## config.mk

```make
export PLATFORM = sky130hd
export DESIGN_NAME = load_store_unit
export DESIGN_NICKNAME = d
export VERILOG_FILES = /design/src/rtl/load_store_unit.sv
export SDC_FILE = /design/constraint.sdc
export NUM_CORES = 1
export LEC_CHECK = 0
export ABC_AREA = 1
export BUFFER_PORTS_ARGS = -buffer_cell sky130_fd_sc_hd__buf_2
export CAP_MARGIN = 20
export CORE_ASPECT_RATIO = 0.6
export CORE_MARGIN = 10
export CORE_UTILIZATION = 51
export CTS_BUF_LIST = sky130_fd_sc_hd__clkbuf_8
export DETAILED_ROUTE_END_ITERATION = 12
export PLACE_DENSITY_LB_ADDON = 0.25
export REMOVE_ABC_BUFFERS = 1
export SYNTH_ARGS = -nofsm -noshare
export SYNTH_HDL_FRONTEND = slang
export SYNTH_SLANG_ARGS = --single-unit
```

## constraint.sdc

```tcl
create_clock -name clk -period 2 [get_ports clk]
set_input_delay 0.3 -clock clk [delete_from_list [all_inputs] [get_ports clk]]
set_output_delay 0.3 -clock clk [all_outputs]
set_load 0.1 [all_outputs]
```

## src/rtl/load_store_unit.sv

```systemverilog
// Load/store unit: single-outstanding initiator for a word-addressed 16-bit data memory.
// Optional LSU_SIGN_EXT_EN macro enables sign extension of byte loads when req_unsigned=0.
module load_store_unit #(
   parameter int unsigned ADDR_W = 16,
   parameter int unsigned DATA_W = 16
) (
   input  logic              clk,
   input  logic              rst_n,
   input  logic              req_valid,
   output logic              req_ready,
   input  logic              req_we,
   input  logic              req_size,
   input  logic              req_unsigned,
   input  logic [ADDR_W-1:0] req_addr,
   input  logic [DATA_W-1:0] req_wdata,
   output logic              resp_valid,
   input  logic              resp_ready,
   output logic [DATA_W-1:0] resp_rdata,
   output logic              resp_err,
   output logic [ADDR_W-1:0] mem_access_addr,
   output logic [DATA_W-1:0] mem_write_data,
   output logic              mem_write_en,
   output logic              mem_read,
   input  logic [DATA_W-1:0] mem_read_data
);

   localparam int unsigned BYTE_W = 8;

   typedef enum logic [1:0] {IDLE, READ, WRITE, RESP} state_t;

   state_t            state_q, state_d;
   logic              we_q, we_d;
   logic              size_q, size_d;
   logic              lane_q, lane_d;
   logic [ADDR_W-1:0] addr_q, addr_d;
   logic [DATA_W-1:0] wdata_q, wdata_d;
   logic [DATA_W-1:0] rdata_q, rdata_d;
   logic              err_q, err_d;
   logic              mem_read_q, mem_read_d;
   logic              mem_write_en_q, mem_write_en_d;
   logic              resp_valid_q, resp_valid_d;

   logic [BYTE_W-1:0] byte_sel;
   logic              ext_bit;
   logic [DATA_W-1:0] load_word;
   logic [DATA_W-1:0] merged_word;

`ifdef LSU_SIGN_EXT_EN
   logic uns_q, uns_d;
`else
   logic unused_unsigned;
   assign unused_unsigned = req_unsigned;
`endif

   // Byte lane selection, extension and read-modify-write merge from live read data
   always_comb begin
      byte_sel = lane_q ? mem_read_data[DATA_W-1:BYTE_W] : mem_read_data[BYTE_W-1:0];
`ifdef LSU_SIGN_EXT_EN
      ext_bit = ~uns_q & byte_sel[BYTE_W-1];
`else
      ext_bit = 1'b0;
`endif
      load_word   = size_q ? mem_read_data : {{(DATA_W-BYTE_W){ext_bit}}, byte_sel};
      merged_word = lane_q ? {wdata_q[BYTE_W-1:0], mem_read_data[BYTE_W-1:0]}
                           : {mem_read_data[DATA_W-1:BYTE_W], wdata_q[BYTE_W-1:0]};
   end

   // Next-state and next-output logic
   always_comb begin
      state_d        = state_q;
      we_d           = we_q;
      size_d         = size_q;
      lane_d         = lane_q;
      addr_d         = addr_q;
      wdata_d        = wdata_q;
      rdata_d        = rdata_q;
      err_d          = err_q;
      mem_read_d     = 1'b0;
      mem_write_en_d = 1'b0;
      resp_valid_d   = 1'b0;
`ifdef LSU_SIGN_EXT_EN
      uns_d          = uns_q;
`endif
      case (state_q)
         IDLE: begin
            if (req_valid) begin
               we_d    = req_we;
               size_d  = req_size;
               lane_d  = req_addr[0];
               addr_d  = {1'b0, req_addr[ADDR_W-1:1]};
               wdata_d = req_wdata;
               rdata_d = '0;
               err_d   = 1'b0;
`ifdef LSU_SIGN_EXT_EN
               uns_d   = req_unsigned;
`endif
               if (req_size && req_addr[0]) begin
                  err_d        = 1'b1;
                  state_d      = RESP;
                  resp_valid_d = 1'b1;
               end else if (!req_we || !req_size) begin
                  state_d    = READ;
                  mem_read_d = 1'b1;
               end else begin
                  state_d        = WRITE;
                  mem_write_en_d = 1'b1;
               end
            end
         end
         READ: begin
            if (we_q) begin
               wdata_d        = merged_word;
               state_d        = WRITE;
               mem_write_en_d = 1'b1;
            end else begin
               rdata_d      = load_word;
               state_d      = RESP;
               resp_valid_d = 1'b1;
            end
         end
         WRITE: begin
            state_d      = RESP;
            resp_valid_d = 1'b1;
         end
         RESP: begin
            if (resp_ready) begin
               state_d = IDLE;
            end else begin
               resp_valid_d = 1'b1;
            end
         end
         default: state_d = IDLE;
      endcase
   end

   // State and output registers
   always_ff @(posedge clk or negedge rst_n) begin
      if (!rst_n) begin
         state_q        <= IDLE;
         we_q           <= 1'b0;
         size_q         <= 1'b0;
         lane_q         <= 1'b0;
         addr_q         <= '0;
         wdata_q        <= '0;
         rdata_q        <= '0;
         err_q          <= 1'b0;
         mem_read_q     <= 1'b0;
         mem_write_en_q <= 1'b0;
         resp_valid_q   <= 1'b0;
`ifdef LSU_SIGN_EXT_EN
         uns_q          <= 1'b0;
`endif
      end else begin
         state_q        <= state_d;
         we_q           <= we_d;
         size_q         <= size_d;
         lane_q         <= lane_d;
         addr_q         <= addr_d;
         wdata_q        <= wdata_d;
         rdata_q        <= rdata_d;
         err_q          <= err_d;
         mem_read_q     <= mem_read_d;
         mem_write_en_q <= mem_write_en_d;
         resp_valid_q   <= resp_valid_d;
`ifdef LSU_SIGN_EXT_EN
         uns_q          <= uns_d;
`endif
      end
   end

   // Ready is a pure state decode, held low while reset is asserted
   assign req_ready       = rst_n & (state_q == IDLE);
   assign resp_valid      = resp_valid_q;
   assign resp_rdata      = rdata_q;
   assign resp_err        = err_q;
   assign mem_access_addr = addr_q;
   assign mem_write_data  = wdata_q;
   assign mem_write_en    = mem_write_en_q;
   assign mem_read        = mem_read_q;

endmodule
```

==> metrics <==
status=finished clean; Area growth syn-to-layout=24.0%; buffers added on ports=105; post-synthesis sequential area ratio=48.5%; TritonCTS clock tree=done; ys flop type=dfrtp_1; worst endpoint data arrival time=between 1.5 and 2 ns; synth unique cells=23; clk slew on worst S/H paths=about 0.10 ns; Async SR Flop Fraction=between 90% and 100%; Layout fillers=500; Crit Path Category=reg2out; most common cell in the netlist=nand2_1; Slew @ Worst Pin=0.704 ns; GR Util met2=27.8%; Syn Area/Cell=7.82 sq um; post-synth top area cell=dfrtp_1; Root Buffer=clkbuf_8; DR iter-0 viols=241; vias in the first global route=2786; GRT Util Overall=18.5%; Die H=78.3 um; router iterations before antenna repair=5; CTS Sinks=56; DRC viols=0; Slew Limit Fails=0; unrepaired setup endpoints after global routing=false; Vias/cell=5.08; CTS Buffer Depth=2; EDFF count, synth=0; Final period util=93.9%; H-tree depth=2; setup_tns=0 ns; CTS buffer count=5; final setup margin=0.122 ns; CORE AREA=between 0.005 and 0.006 sq mm; DRT antenna net count=0; post-layout net count=~530; die footprint=around 0.009 sq mm; first-pass GRT wire length=13700 um; # IOs=108; Crit. End Element=output port; GPL Wtd Cong=between 0.8 and 0.9; GRT met1 Usage=between 20% and 30%; Required @ worst endpoint=approximately 1.7 ns; min cycle time layout=1.88 ns; maxcap violations=0; cts hold-fix bufs=0; dpl ws=0.164 ns; WL/cell=15.2 um; layout cells sized above 1=30.7%; Synth Cell Area=slightly below 0.003 sq mm; Reg area=~0.0014 sq mm; Starting Density=a little over half; maximum fanout along the worst path=7; Setup Viol. Count Final=0; Vias=roughly 2.8k; DIE WIDTH=117 um; final hold slack=0.130 ns; DRT Wirelength=slightly above 8000 um; clock skew=~0.0086 ns; Clk Latency, worst-skew pair=0.31 ns; Hold Fails Final Rpt=0; number of diodes=0; site row count=21; top-area cell type share of the netlist area=48.5%; Post-Synthesis Cells=around 370; busiest grt layer=met2; area of the multi-input gates=0.00125 sq mm; Fmax achieved=532 MHz; synth warn=0; Synth area leaders=dfrtp_1, nand2_1, nand3_1; CP startpoint kind=register; relative slew slack=between 50% and 60%; Seq cells post-synth=56; largest net degree at the start of global routing=57; grt total ovfl=0; HP Class=in2async; met3 usage=~5.4%; initial antenna violation count=0; Post-synth top cells=nand2_1, nand3_1, dfrtp_1; Final HPWL DP=6450 um
-- worst paths after layout --
kind                                           startpoint                              to  slack (ns)  cells after the start
max                                state_q[0]$_DFFE_PN0P_                       req_ready        0.12                      5
min                                                 rst_n  mem_access_addr[2]$_DFFE_PN0P_        0.13                      2
max reg2reg                        state_q[1]$_DFFE_PN0P_       resp_rdata[9]$_DFFE_PN0P_        0.27                      7
min reg2reg                mem_access_addr[2]$_DFFE_PN0P_  mem_access_addr[2]$_DFFE_PN0P_        0.48                      2
max in group asynchronous                           rst_n            resp_valid$_DFF_PN0_        1.40                      2
min in group clk                              req_addr[5]  mem_access_addr[4]$_DFFE_PN0P_        0.21                      3
-- metrics by stage --
stage / utilization, % / instances / instance area (sq um)
6_report: 64.9 / 544 / 3580
5_1_grt: 64.9 / 544 / 3580
3_3_place_gp: 63.0 / 536 / 3480
3_5_place_dp: 63.0 / 536 / 3480
2_1_floorplan: - / 352 / 2780
4_1_cts: 64.9 / 544 / 3580
-- final cells by class --
class / count / share of cell area [%]
Clock buffer: 6 / 2.31
Timing Repair Buffer: 115 / 17.2
Multi-Input combinational cell: 264 / 35.1
Tap cell: 69 / 2.41
Inverter: 32 / 3.43
Sequential cell: 56 / 39.2
Clock inverter: 2 / 0.420
-- critical path: stages, from the launching register on --
cell and delay [ns]:
dfrtp_1 0.43, inv_1 0.13, ha_2 0.35, nand2_1 0.08, inv_1 0.09, buf_12 0.18
-- logic make-up after synthesis --
logic type,after synthesis,synth area share [%]
AO/OA/AOI/OAI,14,3.55
adder cells (fa/ha/maj),5,2.17
buffers and inverters,49,8.06
flip-flops,56,48.5
other,1,0.130
AND/OR/NAND/NOR,244,37.5
-- timing repair --
action                     in CTS  in global routing
setup endpoints to repair       1                  0
setup buffers                   0                  0
gates resized for setup         1                  0
-- cells in the final DEF, fill, tap and decap left out, types with 4 or more instances in the layout --
master	n
dfrtp_1	56
clkbuf_8	6
o21ai_2	8
nand3_1	74
ha_1	4
nor2_1	9
buf_2	104
inv_1	27
nand2_1	150
buf_4	10
-- flip-flops by register name, indices dropped and copies added (netlist names), 2 cells and up --
name	flops
mem_access_addr	15
mem_write_data	16
resp_rdata	16
state_q	2
-- per-layer routing --
layer  vias up  part of all wire (%)
met5         -                     0
met4         0                   1.1
met3         8                   9.6
met2       109                    44
met1      1274                    46
li1       1371                     -
Power is left out: the tool's default activity adds up to more than one toggle a clock period on the data nets, which glitch-free logic cannot reach.
